===== src/rtl/lfsr_stream_if.sv =====
// lfsr_stream_if: configuration and output stream signals of the LFSR stream engine
interface lfsr_stream_if #(
  parameter int WIDTH = 8,
  parameter int OUT_BITS = 8,
  parameter int COUNT_W = 16
);
   logic cfg_val;
   logic cfg_rdy;
   logic [WIDTH-1:0] cfg_tap;
   logic [WIDTH-1:0] cfg_seed;
   logic cfg_galois;
   logic [COUNT_W-1:0] cfg_count;
   logic stop;
   logic out_val;
   logic out_rdy;
   logic [OUT_BITS-1:0] out_data;
   logic busy;
   logic lockup;
   modport master (
      output cfg_val, cfg_tap, cfg_seed, cfg_galois, cfg_count, stop, out_rdy,
      input  cfg_rdy, out_val, out_data, busy, lockup
   );
   modport slave (
      input  cfg_val, cfg_tap, cfg_seed, cfg_galois, cfg_count, stop, out_rdy,
      output cfg_rdy, out_val, out_data, busy, lockup
   );
endinterface


===== src/rtl/lfsr_stream_engine.sv =====
// lfsr_stream_engine: Fibonacci/Galois LFSR packing OUT_BITS output bits per word onto a valid/ready stream
module lfsr_stream_engine #(
   parameter int WIDTH = 8,
   parameter int OUT_BITS = 8,
   parameter int COUNT_W = 16
) (
   input logic clk,
   input logic rst,
   lfsr_stream_if.slave bus
);
   localparam int BC_W = $clog2(OUT_BITS + 1);
   typedef enum logic [1:0] {IDLE, FILL, STREAM} state_t;
   state_t state, state_n;
   logic [WIDTH-1:0] lfsr, tap, seed, step, lfsr_n;
   logic galois, lockup, last_bit, accept;
   logic [COUNT_W-1:0] remaining;
   logic [BC_W-1:0] bit_cnt;
   logic [OUT_BITS-1:0] word;
   assign accept = state == IDLE && bus.cfg_val && !bus.stop;
   assign bus.cfg_rdy = state == IDLE && !rst;
   assign bus.out_val = state == STREAM;
   assign bus.busy = state != IDLE;
   assign bus.out_data = word;
   assign bus.lockup = lockup;
   always_comb begin
      step = galois ? (lfsr >> 1) ^ (lfsr[0] ? tap : '0) : {^(lfsr & tap), lfsr[WIDTH-1:1]};
      lfsr_n = step == '0 ? seed : step;
      last_bit = bit_cnt == BC_W'(OUT_BITS - 1);
      state_n = state;
      case (state)
         IDLE:    state_n = accept ? FILL : IDLE;
         FILL:    state_n = bus.stop ? IDLE : last_bit ? STREAM : FILL;
         // remaining==0 marks a free-running run, ==1 the final counted word
         STREAM:  state_n = bus.stop ? IDLE : !bus.out_rdy ? STREAM : remaining == COUNT_W'(1) ? IDLE : FILL;
         default: state_n = IDLE;
      endcase
   end
   always_ff @(posedge clk) begin
      if (rst) begin
         state <= IDLE;
         lfsr <= '0;
         tap <= '0;
         seed <= '0;
         galois <= 1'b0;
         lockup <= 1'b0;
         remaining <= '0;
         bit_cnt <= '0;
         word <= '0;
      end else begin
         state <= state_n;
         if (accept) begin
            tap <= bus.cfg_tap;
            seed <= bus.cfg_seed == '0 ? WIDTH'(1) : bus.cfg_seed;
            lfsr <= bus.cfg_seed == '0 ? WIDTH'(1) : bus.cfg_seed;
            galois <= bus.cfg_galois;
            remaining <= bus.cfg_count;
            lockup <= bus.cfg_seed == '0;
            bit_cnt <= '0;
         end
         if (state == FILL && !bus.stop) begin
            lfsr <= lfsr_n;
            lockup <= lockup | (step == '0);
            word <= (word >> 1) | (OUT_BITS'(lfsr[0]) << (OUT_BITS - 1));
            bit_cnt <= last_bit ? '0 : bit_cnt + BC_W'(1);
         end
         if (state == STREAM && bus.out_rdy && remaining != '0)
            remaining <= remaining - COUNT_W'(1);
      end
   end
endmodule

===== src/flat_wrapper.sv =====
// flat-port wrapper written by rule: the top's interface ports become plain ports
module lfsr_stream_engine_flat 
#(
   parameter int WIDTH = 8,
   parameter int OUT_BITS = 8,
   parameter int COUNT_W = 16
)
  (clk, rst, bus_cfg_val, bus_cfg_tap, bus_cfg_seed, bus_cfg_galois, bus_cfg_count, bus_stop, bus_out_rdy, bus_cfg_rdy, bus_out_val, bus_out_data, bus_busy, bus_lockup);
  lfsr_stream_if #(.WIDTH(WIDTH), .OUT_BITS(OUT_BITS), .COUNT_W(COUNT_W)) bus_i ();
  input logic clk;
  input logic rst;
  input wire logic [$bits(bus_i.cfg_val)-1:0] bus_cfg_val;
  input wire logic [$bits(bus_i.cfg_tap)-1:0] bus_cfg_tap;
  input wire logic [$bits(bus_i.cfg_seed)-1:0] bus_cfg_seed;
  input wire logic [$bits(bus_i.cfg_galois)-1:0] bus_cfg_galois;
  input wire logic [$bits(bus_i.cfg_count)-1:0] bus_cfg_count;
  input wire logic [$bits(bus_i.stop)-1:0] bus_stop;
  input wire logic [$bits(bus_i.out_rdy)-1:0] bus_out_rdy;
  output wire logic [$bits(bus_i.cfg_rdy)-1:0] bus_cfg_rdy;
  output wire logic [$bits(bus_i.out_val)-1:0] bus_out_val;
  output wire logic [$bits(bus_i.out_data)-1:0] bus_out_data;
  output wire logic [$bits(bus_i.busy)-1:0] bus_busy;
  output wire logic [$bits(bus_i.lockup)-1:0] bus_lockup;
  assign bus_i.cfg_val = bus_cfg_val;
  assign bus_i.cfg_tap = bus_cfg_tap;
  assign bus_i.cfg_seed = bus_cfg_seed;
  assign bus_i.cfg_galois = bus_cfg_galois;
  assign bus_i.cfg_count = bus_cfg_count;
  assign bus_i.stop = bus_stop;
  assign bus_i.out_rdy = bus_out_rdy;
  assign bus_cfg_rdy = bus_i.cfg_rdy;
  assign bus_out_val = bus_i.out_val;
  assign bus_out_data = bus_i.out_data;
  assign bus_busy = bus_i.busy;
  assign bus_lockup = bus_i.lockup;
  lfsr_stream_engine #(.WIDTH(WIDTH), .OUT_BITS(OUT_BITS), .COUNT_W(COUNT_W)) u_core (.clk(clk), .rst(rst), .bus(bus_i));
endmodule

===== config.mk =====
export PLATFORM = sky130hd
export DESIGN_NAME = lfsr_stream_engine_flat
export DESIGN_NICKNAME = d
export VERILOG_FILES = /design/src/rtl/lfsr_stream_if.sv /design/src/rtl/lfsr_stream_engine.sv /design/src/flat_wrapper.sv
export SDC_FILE = /design/constraint.sdc
export NUM_CORES = 1
export LEC_CHECK = 0
export ABC_AREA = 1
export CAP_MARGIN = 20
export CORE_MARGIN = 3
export CORE_UTILIZATION = 54
export DETAILED_ROUTE_END_ITERATION = 10
export HOLD_SLACK_MARGIN = 0.03
export MAX_ROUTING_LAYER = met4
export PLACE_DENSITY = 0.86
export SYNTH_ARGS = -nofsm -noshare
export SYNTH_HDL_FRONTEND = slang
export SYNTH_SLANG_ARGS = --single-unit

===== constraint.sdc =====
create_clock -name clk -period 1.9 [get_ports clk]
set_input_delay 0.57 -clock clk [delete_from_list [all_inputs] [get_ports clk]]
set_output_delay 0.57 -clock clk [all_outputs]
set_load 0.03 [all_outputs]

After elaboration in Yosys (flattened, before gate mapping)
Cells that the tools add are included.
{"block": "word_totals", "reg_bits": 56, "in_bits": 38, "out_inout_bits": 12}
{"block": "classes", "addsub": 2, "eq_ne": 4, "mux": 20, "bitwise_logic": 4, "n_reduce_logical": 16}
{"cell": "$mux W8", "count": 6}
{"cell": "$mux W16", "count": 2}
{"cell": "$eq A16 B1 Y1 const B", "count": 1}
{"cell": "$logic_not A8 Y1", "count": 2}
{"cell": "$reduce_bool A16 Y1", "count": 1}
{"cell": "$sub A16 B1 Y16 const B", "count": 1}
{"cell": "$mux W4", "count": 3}
{"cell": "$and A8 B8 Y8", "count": 1}
{"cell": "$mux W2", "count": 4}
{"cell": "$or A7 B8 Y8", "count": 1}
{"cell": "$reduce_xor A8 Y1", "count": 1}
{"cell": "$xor A7 B8 Y8", "count": 1}
{"cell": "$logic_and A1 B1 Y1", "count": 6}
{"cell": "$pmux W2 S3", "count": 1}
{"cell": "$reduce_bool A2 Y1", "count": 3}
{"cell": "$add A4 B1 Y4 const B", "count": 1}
{"cell": "$eq A4 B3 Y1 const B", "count": 1}
{"cell": "$mux W1", "count": 4}
{"cell": "$eq A2 B1 Y1 const B", "count": 1}
{"cell": "$eq A2 B2 Y1 const B", "count": 1}
{"cell": "$logic_not A1 Y1", "count": 2}
{"cell": "$logic_not A2 Y1", "count": 1}
{"cell": "$or A1 B1 Y1", "count": 1}

Depth between registers and ports, before layout
Gate-level depths: netlist of run 1.
{"block": "depth", "word_depth": 6, "depth_mapped": 13, "ltp_nobuf": 12}

Worst setup path after synthesis of run 1
OpenSTA, ideal clock, no wires.
{"block": "synth_path", "kind": "input-to-output", "from": "input port rst", "to": "output port bus_cfg_rdy", "arrival_time_ps": 1386, "t_required_ps": 1330, "path_slack_ps": -56, "stages": 3, "path_buffers": 2, "cell_sequence": "clkbuf_1 clkbuf_1 nor2_1"}
{"block": "synth_via", "elab_chain_cells": 2}
{"element": "start: declaration", "line_no": "flat_wrapper.sv:11", "text": "input logic rst;"}
{"element": "$logic_not A1 Y1", "line_no": "lfsr_stream_engine.sv:20", "text": "assign bus.cfg_rdy = state == IDLE && !rst;"}
{"element": "$logic_and A1 B1 Y1", "line_no": "lfsr_stream_engine.sv:20"}
{"element": "end: declaration", "line_no": "flat_wrapper.sv:19", "text": "output wire logic [$bits(bus_i.cfg_rdy)-1:0] bus_cfg_rdy;"}
Every way passes these cells.

Worst setup path after layout of run 1
{"block": "layout_path", "from": "register u_core.state[0]", "to": "output port bus_busy"}
{"block": "layout_via", "elab_chain_cells": 1}
{"element": "start: declaration", "line_no": "lfsr_stream_engine.sv:13", "text": "state_t state, state_n;"}
{"element": "start signal: assignment", "line_no": "lfsr_stream_engine.sv:50", "text": "state <= state_n;"}
{"element": "$reduce_bool A2 Y1", "line_no": "lfsr_stream_engine.sv:22", "text": "assign bus.busy = state != IDLE;"}
{"element": "end: declaration", "line_no": "flat_wrapper.sv:22", "text": "output wire logic [$bits(bus_i.busy)-1:0] bus_busy;"}
Every way passes these cells.

==> metrics.cfg, run 1 <==
[status]
status = complete, no violations

[worst_setup_path]
worstPathRequired_ns = 1.33
cp_num_cells = 3
cp_top_family = buffers and inverters
worst-setup-path-type = reg -> out
cp_slowest_cell = dlygate4sd2_1
critical_path.max_fanout = 3
start_kind = flip-flop
cp-end-kind = output pin
max_stage_delay_ns = 0.40
arrival_ns = 1.25
critPathBufInv = 2
r2r_cells = 10
crit_chain = nor2_1 > inv_1 > dlygate4sd2_1

[global_routing]
antenna_found_initial = 0
grt_pass1_wl_mm = 13.3
grt-ovfl-total = 0
grt_max_degree = 29
gr-usage-all-layers_pct = 25.8
grt_pass1_vias = 3072

[cells_and_area]
insertedDiodeCount = 0
final_cells = 609
final_common_cell = nand2_1
seq_area_um2 = 1120
fillers = 450
layout_common_cells = nand2_1 (150), dfxtp_1 (55), inv_1 (42), nor2_1 (41), a21oi_1 (38)
multi_input_area_um2 = 1720
layout.nets = 579
area_growth_syn_to_layout_pct = 26.6
drive_gt1_share_pct = 14.1

[clock_tree]
clock_path_buffers = 2
worstSkewPairLatency_ns = 0.32
root_buffer = clkbuf_8
cts_tree = built
hold_buffers = 0
cts-buffers-inserted = 5
clk_pin_slew_worst_paths_ns = 0.12
clkSinkCount = 56
htreeDepth = 2

[place]
dpl_worst_slack_ns = -0.194
gp_congestion = 0.938
placement.io_buffers = 49
place_inst = 600
hpwlAfterDp_mm = 6.15

[synth]
synth_edf_count = 0
syn_area_um2 = 3100
synth_top_family_by_area = simple AND/OR/NAND/NOR gates
synthSimpleGateAreaFrac_pct = 35.1
syn_inst = 468
async_flop_share_pct = 0
synth_compound_area_share_pct = 16.6
synth_seq_cells = 56
synth_fa_ha_area_share_pct = 1.21
synth_xor_xnor_area_share_pct = 2.26
seq_area_frac_synth_pct = 36.1
yosysWarnings = 0
syn-num-nets = 509
syn_avg_cell_area_um2 = 6.63
synthMuxAreaShare_pct = 0
synth-main-ff-cell = dfxtp_1
synth.distinct_cells = 42

[floorplanning]
num_io_pins = 50
start_util_pct = 58.2
num_rows = 26
dieArea_um2 = 6690
core_area_um2 = 5340
die_x_um = 81.8
die_h_um = 81.8

[sta]
fin_tns_setup_ns = 0
final-max-slew-violation-count = 0
fmax_ghz = 0.548
slew_headroom_pct = 64.4
finalCriticalPeriod_ns = 1.82
whs_ns = 0.475
min_period_over_period_pct = 96.0
hold_violations = 0
setup_viol = 0
worst_slew_pin_slew_ns = 0.533
fin_skew_ns = 0.0131
rsz0062_at_grt = true
setup_ws_ns = 0.0753

[drt]
antenna_left = 0
dr.pass1.iters = 5
routed_wl_mm = 7.99
via_count = 3224
wl_per_cell_um = 13.1
viasPerCell = 5.29
first_iter_violations = 203
drcViolationCount = 0

[power]
pwr_density_cell_nw_per_um2 = 640
ir_drop_mv = 0.484
leakagePower_nw = 1.84
power_mw = 2.51

[job]
maxCapViolations = 0

[hold_path]
worst_hold_path_type = reg -> reg
worstHoldPathCells = 2

## flip-flops by register name, indices dropped and copies added, names as in the netlist
signal,count
u_core.bit_cnt,4
u_core.bus.lockup,1
u_core.bus.out_data,8
u_core.galois,1
u_core.lfsr,8
u_core.remaining,16
u_core.seed,8
u_core.state,2
u_core.tap,8
## what timing repair did
item	4_1_cts	5_1_grt
pin swaps	0	1
buffers inserted	0	1
endpoints found under the setup margin	12	12
resized for setup	12	4
## kinds of logic after synthesis
kind of cell,after synthesis
buffers and inverters,66
flip-flops,56
AND/OR/NAND/NOR,246
AO/OA/AOI/OAI,89
adder cells (fa/ha/maj),3
XOR/XNOR,8
## report_power, final
part	switching (mW)	total, mW	internal (mW)
sequential	0.0511	1.27	1.22
combinational	0.299	0.548	0.249
clock	0.422	0.692	0.270
total	0.772	2.51	1.74
## final cells by class
class,count,share of cell area [%]
Sequential cell,56,28.6
Inverter,48,4.71
Clock buffer,5,1.75
Tap cell,70,2.23
Clock inverter,3,0.669
Timing Repair Buffer,81,18.4
Multi-Input combinational cell,346,43.7
## metal layers
layer  part of all wire, %  track usage (%)  vias to the layer above
li1                      -                -                     1646
met1                    42             30.5                     1457
met2                    50             44.6                      109
met3                   6.4             4.39                       12
met4                   1.5             8.31                        0
met5                     0                -                        -
## metrics by stage
step,cell area (um2),util (%)
after global placement,3840,72.0
after floorplan,3110,-
final,3930,73.7
after detailed placement,3840,72.0
after CTS,3920,73.5
after global routing,3930,73.7
## cell usage after synthesis (2+ instances only)
master      n  area, um2
o21a_1      3       22.5
ha_1        3       37.5
nand2_4     2       22.5
o221ai_1    4       35.0
clkbuf_1   11       41.3
a31oi_1     5       31.3
nor3_1      4       20.0
xnor2_1     4       35.0
xor2_1      4       35.0
buf_2       5       25.0
nand2_1   151        567
inv_1      42        158
a21oi_1    38        190
dfxtp_1    56       1120
a21oi_2     6       52.6
o21ai_1     8       40.0
inv_2       3       11.3
nand3_2     3       30.0
nor2_1     42        158
nand4_1     4       25.0
nor2_2      7       43.8
o31ai_1     2       15.0
clkinv_1    2       7.51
nand3_1    19       95.1
and3_1      2       12.5
nand2_2     2       12.5
nor4_1      2       12.5
o21ai_0    19       95.1
nor2_4      2       22.5
## worst paths after layout
path                                                       endpoint                                 from  slack (ns)
worst max-delay path                                       bus_busy           u_core.state[0]$_SDFF_PP0_        0.08
worst min-delay path            u_core.bus.out_data[0]$_SDFFE_PP0P_  u_core.bus.out_data[0]$_SDFFE_PP0P_        0.48
worst max register to register     u_core.remaining[3]$_SDFFE_PP0P_     u_core.remaining[0]$_SDFFE_PP0P_        0.12
worst min register to register  u_core.bus.out_data[0]$_SDFFE_PP0P_  u_core.bus.out_data[0]$_SDFFE_PP0P_        0.48
## worst min-delay path, stage by stage, from the launching register on
cell and delay (ns):
dfxtp_1 0.33, nand2_1 0.06, a21oi_1 0.05
Power figures use the tool's default switching activity.
==> run 2, diff against run 1 <==
--- a/config.mk
+++ b/config.mk
@@ -13,6 +13,7 @@
 export HOLD_SLACK_MARGIN = 0.03
 export MAX_ROUTING_LAYER = met4
 export PLACE_DENSITY = 0.86
+export RECOVER_POWER = 25
 export SYNTH_ARGS = -nofsm -noshare
 export SYNTH_HDL_FRONTEND = slang
 export SYNTH_SLANG_ARGS = --single-unit
==> run 2 against run 1 <==
Against the previous run:
- global-route usage unchanged
- sequential share of layout area up 0.12 points
- clock power about the same
- worst hold slack lost 0.0043 ns
- critical path type unchanged
- count of clock-buffer cells in the layout did not move
- fmax barely moved
- largest cell class unchanged
- first-iteration DRC count fell by 4.4%
- core utilization shrank 0.30 points
- wire length is essentially flat
- register-to-register slack about the same
==> metrics.cfg, run 2 (synthesis gave the netlist of run 1 again) <==
[cells_and_area]
drive_gt1_share_pct = 13.5
fin_area_um2 = 3910
layout.nets = 579
largest_reg_flops = 16
layout_common_cells = nand2_1 (150), dfxtp_1 (55), inv_1 (42), nor2_1 (41), a21oi_1 (38)
insertedDiodeCount = 0
area_growth_syn_to_layout_pct = 26.1
final_common_cell = nand2_1
largest-register = u_core.remaining

[clock_tree]
worstSkewPairLatency_ns = 0.32
clkSinkCount = 56
root_buffer = clkbuf_8
htreeDepth = 2
clk_pin_slew_worst_paths_ns = 0.12
cts_tree = built
clock_path_buffers = 2
cts-buffers-inserted = 5

[drt]
viasPerCell = 5.32
via_count = 3239
antenna_left = 0
first_iter_violations = 194
routed_wl_mm = 7.99
dr.pass1.iters = 4
wl_per_cell_um = 13.1
drcViolationCount = 0

[power]
netSwitchingFraction_pct = 30.8
pwr_density_cell_nw_per_um2 = 642
pwr-share-seq_pct = 50.7
ir_drop_mv = 0.485
pwr-share-clk_pct = 27.6
p_int_mw = 1.74
combPwrFrac_pct = 21.6
p_switching_mw = 0.774
power_mw = 2.51
leakagePower_nw = 1.82

[place]
placement.io_buffers = 49
hpwlAfterDp_mm = 6.15
gp_congestion = 0.938
place_area_um2 = 3840

[worst_setup_path]
cp-end-kind = output pin
arrival_ns = 1.26
start_kind = flip-flop
max_stage_delay_ns = 0.40
crit_chain = nor2_1 > inv_1 > dlygate4sd2_1
critPathBufInv = 2
cp_top_family = buffers and inverters
worst-setup-path-type = reg -> out
critical_path.max_fanout = 3
cp_num_cells = 3
cp_slowest_cell = dlygate4sd2_1
r2r_cells = 10
worstPathRequired_ns = 1.33

[global_routing]
grt_pass1_vias = 3072
grt-ovfl-total = 0
antenna_found_initial = 0
grt_max_degree = 29
gr-usage-all-layers_pct = 25.8
grt_pass1_wl_mm = 13.3

[floorplanning]
num_rows = 26
core_area_um2 = 5340
dieArea_um2 = 6690
die_x_um = 81.8
die_h_um = 81.8
start_util_pct = 58.2
num_io_pins = 50

[sta]
fmax_ghz = 0.548
finalCriticalPeriod_ns = 1.83
fin_tns_setup_ns = 0
worst_slew_pin_slew_ns = 0.521
rsz0062_at_grt = true
slew_headroom_pct = 65.2
hold_violations = 0
final-max-slew-violation-count = 0
setup_viol = 0
min_period_over_period_pct = 96.1
fin_skew_ns = 0.0139

[job]
maxCapViolations = 0

[hold_path]
worst_hold_path_type = reg -> reg
worstHoldPathCells = 2

[status]
status = complete, no violations

==> run 2: cell types whose count changed in the layout (fill, tap and decap cells not counted), sizes merged <==
| cell | change |
|---|---|
| buf | -6 |
| clkbuf | +6 |
==> run 2: layout make-up <==
class / count / area [um2]
timing repair buffer: 81 / 706
inverter: 48 / 185
sequential: 56 / 1120
multi-input combinational: 346 / 1720
clock buffer: 5 / 68.8
tap: 70 / 87.6
clock inverter: 3 / 26.3
fill: 455 / 1420
==> run 2: layer usage <==
layer	routed length (um)	share of wire, %	global-route usage [%]
met2	4000	50	44.6
met1	3430	43	30.5
met4	127	1.6	8.31
met3	436	5.5	4.39
met5	0	0	-
==> run 2: path summary, 6_finish.rpt <==
check,start,to,slack [ns]
worst max-delay path,u_core.state[0]$_SDFF_PP0_,bus_busy,0.07
worst min-delay path,u_core.seed[6]$_SDFFE_PP0P_,u_core.lfsr[6]$_SDFFE_PP0P_,0.47
worst max register to register,u_core.remaining[0]$_SDFFE_PP0P_,u_core.remaining[3]$_SDFFE_PP0P_,0.12
worst min register to register,u_core.seed[6]$_SDFFE_PP0P_,u_core.lfsr[6]$_SDFFE_PP0P_,0.47
==> run 2: what timing repair did <==
action | 4_1_cts | 5_1_grt
buffers inserted | 0 | 1
pin swaps | 0 | 1
hold buffers | 0 | 0
endpoints found under the setup margin | 12 | 12
resized for setup | 12 | 4
==> run 2: power by group through the flow <==
stage / Clock [mW] / Sequential, mW / Combinational [mW]
global route: 0.756 / 1.28 / 0.600
floorplan: 0 / 1.29 / 0.341
global placement: 0 / 1.30 / 0.521
CTS: 0.701 / 1.27 / 0.539
detailed placement: 0 / 1.30 / 0.537
finish: 0.694 / 1.27 / 0.543
==> run 2: metrics by stage <==
step | hold slack (ns) | worst slack (ns) | utilization, % | instances
global placement | 0.451 | -0.117 | 72.0 | 600
global route | 0.491 | -0.0127 | 73.4 | 609
floorplan | 0.442 | 0.0514 | - | 468
detailed placement | 0.459 | -0.194 | 72.0 | 600
finish | 0.471 | 0.0740 | 73.4 | 609
CTS | 0.475 | 0.0110 | 73.5 | 608
==> run 2: worst min-delay path, delay by kind of cell (launching register included) <==
| kind | cells | cell delay [ns] |
|---|---|---|
| AOI/OAI and AO/OA | 1 | 0.04 |
| and+or+nand+nor | 1 | 0.07 |
| DFF | 1 | 0.35 |
==> run 3, diff against run 2 <==
==> constraint.sdc (replaced) <==
create_clock -name clk -period 1.9 [get_ports clk]
set_input_delay 0.57 -clock clk [delete_from_list [all_inputs] [get_ports clk]]
set_output_delay 0.57 -clock clk [all_outputs]
set_load 0.05 [all_outputs]
==> run 3 against run 2 <==
Against the previous run:
- total power up 6.9%
- cell count down 0.16%
- highest routed layer unchanged
- sequential cell count is the same
- critical path type is now in -> reg
==> metrics.cfg, run 3 (synthesis gave the netlist of run 1 again) <==
[sta]
fin_tns_setup_ns = 0
setup_ws_ns = 0.0386
hold_violations = 0
final-max-slew-violation-count = 0
fin_skew_ns = 0.00831
finalCriticalPeriod_ns = 1.86
fmax_ghz = 0.537
slew_headroom_pct = 60.0
worst_slew_pin_slew_ns = 0.602
setup_viol = 0
rsz0062_at_grt = true
min_period_over_period_pct = 98.0

[cells_and_area]
final_cells = 608
insertedDiodeCount = 0
fillers = 453
largest-register = u_core.remaining
area_growth_syn_to_layout_pct = 27.8
final_common_cell = nand2_1
layout_common_cells = nand2_1 (150), dfxtp_1 (55), inv_1 (42), nor2_1 (38), a21oi_1 (38)
multi_input_area_um2 = 1730
drive_gt1_share_pct = 15.6
seq_area_um2 = 1120
fin_area_um2 = 3970
layout.nets = 578
largest_reg_flops = 16

[worst_setup_path]
max_stage_delay_ns = 0.48
cp_top_family = buffers and inverters
arrival_ns = 2.13
start_kind = input pin
r2r_start = u_core.remaining[0]$_SDFFE_PP0P_
r2r_cells = 11
cp-end-kind = flip-flop
critPathBufInv = 4
ff2ff_setup_slack_ns = 0.16
cp_slowest_cell = clkdlybuf4s50_1
startpoint = bus_stop
crit_chain = clkdlybuf4s50_1 > inv_1 > nand3_1 > clkbuf_2 > a21oi_1 > or2_1 > inv_1
crit_top_cell = inv_1
worst-setup-path-type = in -> reg
critical_path.max_fanout = 24
r2r-end = u_core.remaining[8]$_SDFFE_PP0P_
worstPathRequired_ns = 2.17

[clock_tree]
htreeDepth = 2
cts-buffers-inserted = 5
clk_pin_slew_worst_paths_ns = 0.11
clkSinkCount = 56
root_buffer = clkbuf_8
hold_buffers = 0
worstSkewPairLatency_ns = 0.32
cts_tree = built
clock_path_buffers = 2

[place]
hpwlAfterDp_mm = 6.03
dpl_worst_slack_ns = -0.154
gp_congestion = 0.924
place_area_um2 = 3860
place_inst = 599
placement.io_buffers = 49

[drt]
antenna_left = 0
routed_wl_mm = 8.09
viasPerCell = 5.32
drcViolationCount = 0
wl_per_cell_um = 13.3
dr.pass1.iters = 5
first_iter_violations = 284
via_count = 3235

[hold_path]
min_from = u_core.bus.out_data[0]$_SDFFE_PP0P_
holdPathEnd = u_core.bus.out_data[0]$_SDFFE_PP0P_
worstHoldPathCells = 2
worst_hold_path_type = reg -> reg

[job]
maxCapViolations = 0

[global_routing]
grt-ovfl-total = 0
antenna_found_initial = 0
gr-usage-all-layers_pct = 25.3
grt_max_degree = 30
grt_pass1_vias = 3036
grt_pass1_wl_mm = 12.9

[status]
status = complete, no violations

[floorplanning]
core_area_um2 = 5340
die_x_um = 81.8
num_io_pins = 50
dieArea_um2 = 6690
num_rows = 26
die_h_um = 81.8
start_util_pct = 58.2

[power]
leakagePower_nw = 1.82
ir_drop_mv = 0.381
pwr_density_cell_nw_per_um2 = 677
power_mw = 2.69

run 3: cell count changes in the layout (fill, tap and decap cells not counted), moves of 3 or more:
cell | before | now
nor2_2 | 8 | 11
buf_12 | 1 | 5
dlygate4sd2_1 | 11 | 0
nor2_1 | 41 | 38
clkbuf_2 | 3 | 7
run 3: repair_timing:
item	CTS	global route
pin swaps	1	2
setup endpoints to repair	1	14
buffers inserted	0	1
resized for setup	0	5
run 3: report_power, final:
part / total [mW] / switching, mW / internal (mW)
logic: 0.562 / 0.307 / 0.255
clock network: 0.848 / 0.416 / 0.432
registers: 1.28 / 0.0522 / 1.22
run 3: through the flow:
| step | utilization [%] | hold slack (ns) |
|---|---|---|
| floorplan | - | 0.442 |
| global placement | 72.3 | 0.454 |
| CTS | 74.6 | 0.480 |
| detailed placement | 72.3 | 0.464 |
| global route | 74.4 | 0.497 |
| finish | 74.4 | 0.477 |
run 3: worst max path at each step:
| stage | endpoint | slack, ns | cells past startpoint |
|---|---|---|---|
| 6_report | u_core.seed[0]$_SDFFE_PP0P_ | 0.04 | 7 |
| 2_1_floorplan | bus_cfg_rdy | -0.09 | 3 |
| 3_3_place_gp | u_core.lfsr[6]$_SDFFE_PP0P_ | -0.08 | 9 |
| 5_1_grt | u_core.remaining[11]$_SDFFE_PP0P_ | -0.03 | 10 |
| 4_1_cts | bus_cfg_rdy | 0.002 | 3 |
| 3_5_place_dp | u_core.lfsr[6]$_SDFFE_PP0P_ | -0.15 | 9 |
run 3: cell type report:
type,count,area share (%)
clock inverters,2,0.978
flip-flops and latches,56,28.3
inverters,48,4.67
well taps,70,2.21
multi-input cells,346,43.5
repair buffers,80,18.3
clock buffers,6,2.08
run 3: tightest hold or removal path, cell delays in order, from the launching register on:
cell	delay (ns)
dfxtp_1	0.33
nand2_1	0.06
a21oi_1	0.05
run 3: routing by layer:
| metal | global-route usage (%) | vias up | wire (um) |
|---|---|---|---|
| met3 | 3.18 | 16 | 431 |
| met4 | 7.48 | 0 | 105 |
| met1 | 29.1 | 1477 | 3390 |
| met5 | - | - | 0 |
| li1 | - | 1640 | - |
| met2 | 45.9 | 102 | 4160 |
==> RTL change 1, RTL diff (config.mk and constraints of run 3) <==
Reset style: asynchronous (`rst`), changed in one clocked block.
--- a/src/rtl/lfsr_stream_engine.sv
+++ b/src/rtl/lfsr_stream_engine.sv
@@ -35,7 +35,7 @@
          default: state_n = IDLE;
       endcase
    end
-   always_ff @(posedge clk) begin
+   always_ff @(posedge clk or posedge rst) begin
       if (rst) begin
          state <= IDLE;
          lfsr <= '0;
Function: differs if rst is asserted again (counterexample within 4 cycles, from zero or initial values and one cycle with rst high); with rst held inactive, the same outputs for 10 cycles.
==> RTL change 1 against run 3 <==
- sequential share of layout area is 5.2 points higher
- synthesized cell count rose by 3.2%
- routed wire length is 6.4% higher
- utilization fell by 1.4 points
- sequential cell count unchanged
- setup slack improved by 0.043 ns
- area after synthesis increased by 7.1%
- design area rose by 5.6%
- hold slack improved by 0.013 ns
- global-route usage is 0.47 points higher
Power is not compared: it rests on default switching activity, and its combinational part moved more than twofold at a synthesized area within 25%.
==> RTL change 1: results (changes against run 3) <==
* Status: completed
* Synth Cell Area at 3330 µm² (+7.1%)
* Achievable Freq at 550 MHz (+2.3%)
* Syn Nets at 525 (+3.1%)
* Min-delay src: u_core.seed[5]
* Setup WS pre-CTS at -0.214 ns (-0.0599 ns)
* Routed vias at 3,358 (+3.8%)
* Reg-to-Reg Start: u_core.remaining[2]
* R2R depth at 8 (-3)
* Via density at 5.36 (+0.82%)
* CP peak stage delay at 0.40 ns (-0.08 ns)
* Syn Inst Count at 483 (+3.2%)
* Clk_skew at 0.0112 ns (+0.00292 ns)
* R2R Setup Slk at 0.11 ns (-0.05 ns)
* Placed cells at 618 (+3.2%)
* Min Hold Slack at 0.490 ns (+0.0133 ns)
* Hold Path Sink: u_core.seed[5]
* Delay-heaviest family, CP: flip-flops
* Largest cells by area after synthesis: dfrtp_1, nand2_1, inv_1
* Largest net degree at the start of global routing at 37 (+23%)
* Fin util at 0.729 (-0.0143)
* Sequential share of the synthesized area at 0.421 (+0.0602)
* Worst path slowest cell: dfrtp_1
* Placed cell area at 4090 µm² (+5.8%)
* Iteration-0 DRC Markers at 296 (+4.2%)
* Synth Flop Type: dfrtp_1
* Fill count at 449 (-0.88%)
* Wire per inst at 13.8 µm (+3.4%)
* Crit. Startpoint: u_core.state[1]
* Fraction of registers with async set/reset at 1.00 (+1.00)
* CP endpoint: bus_cfg_rdy
* Top cells by count, synth: nand2_1, dfrtp_1, inv_1, o21ai_0, nor2_1
* DP HPWL at 6450 µm (+6.8%)
* Slew headroom at 0.254 (-0.346)
* Share of cells above drive strength 1 at 0.128 (-0.0280)
* Layout Nets at 595 (+2.9%)
==> RTL change 1: changes by cell type after synthesis, moves of 14 or more <==
cell	change
nand2_1	+59
a21oi_1	-30
inv_1	+14
dfxtp_1	-56
o21ai_0	+18
dfrtp_1	+56
==> RTL change 1: cell type report <==
cell class	instances	share of cell area
tap	72	0.0215
timing repair buffer	75	0.170
clock inverter	1	0.00717
inverter	59	0.0532
sequential	56	0.335
clock buffer	7	0.0230
multi-input combinational	356	0.390
==> RTL change 1: layer usage <==
metal	share of wire	global-route usage
met1	0.43	0.335
met2	0.48	0.414
met3	0.074	0.0432
met4	0.017	0.0849
met5	0	-
==> RTL change 1: kinds of logic after synthesis <==
| kind of cell | share of synthesized area |
|---|---|
| DFF | 0.421 |
| AOI/OAI and AO/OA | 0.0768 |
| xor gates and xnor gates | 0.0158 |
| adders and majority gates | 0.0150 |
| buffers and inverters | 0.0907 |
| and+or+nand+nor | 0.380 |
==> RTL change 2, RTL diff (flow settings as in run 3) <==
Without the edit above. `OUT_BITS` is set to 8 in 3 places; all go to 16.
--- a/src/rtl/lfsr_stream_if.sv
+++ b/src/rtl/lfsr_stream_if.sv
@@ -1,7 +1,7 @@
 // lfsr_stream_if: configuration and output stream signals of the LFSR stream engine
 interface lfsr_stream_if #(
   parameter int WIDTH = 8,
-  parameter int OUT_BITS = 8,
+  parameter int OUT_BITS = 16,
   parameter int COUNT_W = 16
 );
    logic cfg_val;
--- a/src/rtl/lfsr_stream_engine.sv
+++ b/src/rtl/lfsr_stream_engine.sv
@@ -1,7 +1,7 @@
 // lfsr_stream_engine: Fibonacci/Galois LFSR packing OUT_BITS output bits per word onto a valid/ready stream
 module lfsr_stream_engine #(
    parameter int WIDTH = 8,
-   parameter int OUT_BITS = 8,
+   parameter int OUT_BITS = 16,
    parameter int COUNT_W = 16
 ) (
    input logic clk,
--- a/src/flat_wrapper.sv
+++ b/src/flat_wrapper.sv
@@ -2,7 +2,7 @@
 module lfsr_stream_engine_flat 
 #(
    parameter int WIDTH = 8,
-   parameter int OUT_BITS = 8,
+   parameter int OUT_BITS = 16,
    parameter int COUNT_W = 16
 )
   (clk, rst, bus_cfg_val, bus_cfg_tap, bus_cfg_seed, bus_cfg_galois, bus_cfg_count, bus_stop, bus_out_rdy, bus_cfg_rdy, bus_out_val, bus_out_data, bus_busy, bus_lockup);
Interface: changed (resized bus_out_data); port bits go from 50 to 58. No check against the original RTL was run, so the function may have changed too.
==> RTL change 2 against run 3 <==
- first-iteration DRC count fell by 14%
- area after synthesis increased by 12%
- setup slack better by 0.0038 ns
- via count up 12%
- routed wire length up 8.6%
- combinational power about the same
- total power is 31% higher
- design area rose by 11%
- sequential cell count up 9
- critical endpoint is now bus_cfg_rdy
- largest cell class unchanged
- highest routed layer unchanged
==> RTL change 2: results (changes against run 3) <==
* Achievable Freq at 538 MHz (+0.20%)
* CTS buffer count at 9 (+4)
* Clock slew at reported path FFs at 0.08 ns (-0.03 ns)
* CP peak stage delay at 0.36 ns (-0.12 ns)
* Slew @ Worst Pin at 0.592 ns (-0.00966 ns)
* Critical path arrival at 1.29 ns (-0.84 ns)
* Top cells by count, synth: nand2_1, dfxtp_1, a21oi_1, inv_1, nor2_1
* Total Wirelength at 8790 µm (+8.6%)
* Mapped Avg Cell Area at 6.52 µm² (-1.7%)
* DRT Pass-1 Iters at 4 (-1)
* Share of cells above drive strength 1 at 0.147 (-0.00927)
* Sequential share of the synthesized area at 0.376 (+0.0146)
* DP HPWL at 6400 µm (+6.1%)
* GR Layer Usage met3 at 0.0442 (+0.0124)
* First-pass GRT wire length at 15,000 µm (+16%)
* Global Route Usage Sum at 0.256 (+0.00223)
* Largest net degree at the start of global routing at 36 (+20%)
* Met2 routed WL at 4380 µm (+5.5%)
* Synth Area in Compound Gates at 0.157 (-0.00887)
* R2R depth at 13 (+2)
* Via density at 5.34 (+0.43%)
* Largest cells by area after synthesis: dfxtp_1, nand2_1, a21oi_1
* Setup WS pre-CTS at -0.262 ns (-0.108 ns)
* Reg-to-Reg Start: u_core.remaining[0]
* Layout area overhead at 27.0%
* IO buf count at 57 (+16%)
* H-tree Lvls at 3 (+1)
* Met2 GRT Util at 0.425 (-0.0334)
* Routed vias at 3,639 (+12%)
* Adder and majority gate portion of the synthesized area at 0.0145 (+0.00236)
* Worst path slowest cell: dfxtp_1
* Fill count at 476 (+5.1%)
* Layout Nets at 643 (+11%)
* CP endpoint: bus_cfg_rdy
* Placed cells at 665 (+11%)
* Min-delay src: u_core.bit_cnt[4]
* Synth unique cells at 36 (-14%)
* Post-Synth XOR/XNOR Area at 0.0126 (-0.00993)
* VDD IR max at 452 µV (+19%)
* Leakage Power at 0.00198 µW (+9.0%)
* Vias in the first global route at 3,461 (+14%)
* Clk_skew at 0.0123 ns (+0.00400 ns)
* Crit. Startpoint: u_core.state[0]
* Status: completed
* Highest fanout seen on the critical path at 4 (-83%)
* Worst-Skew Late Latency at 0.35 ns (+0.03 ns)
* GPL Wtd Cong at 0.924 (about the same)
* Detailed-routed wire length on met3 at 370 µm (-14%)
* Hold Path Sink: u_core.bit_cnt[4]
* Placed cell area at 4190 µm² (+8.4%)
* Met1 GRT Util at 0.304 (+0.0125)
* Min Hold Slack at 0.464 ns (-0.0126 ns)
* Syn Nets at 573 (+13%)
[RTL change 2: changes by cell type in the layout (fill, tap and decap cells not counted), sizes merged, moves of 4 or more]
cell and delta:
buf -6, nor2 -5, inv +8, clkbuf +10, nand2 +34, dfxtp +9, nand4 +9, a21oi +14
o221ai -4
[RTL change 2: cell type report]
cell class | count | share of cell area
clock inverter | 7 | 0.0284
multi-input combinational | 392 | 0.428
sequential | 65 | 0.296
timing repair buffer | 80 | 0.152
tap | 75 | 0.0213
clock buffer | 9 | 0.0282
inverter | 53 | 0.0464
[RTL change 2: worst max-delay path: cells and delay by family (launching register included)]
family | cells | cell delay, ns
simple gates | 2 | 0.27
flops | 1 | 0.36
buf+inv | 2 | 0.32
[RTL change 2: report_power, final]
part | internal, µW | switching (µW) | leakage, µW
Sequential | 1410 | 54.5 | 0.000529
Combinational | 237 | 323 | 0.00133
Clock | 885 | 599 | 0.000124
Total | 2540 | 977 | 0.00198
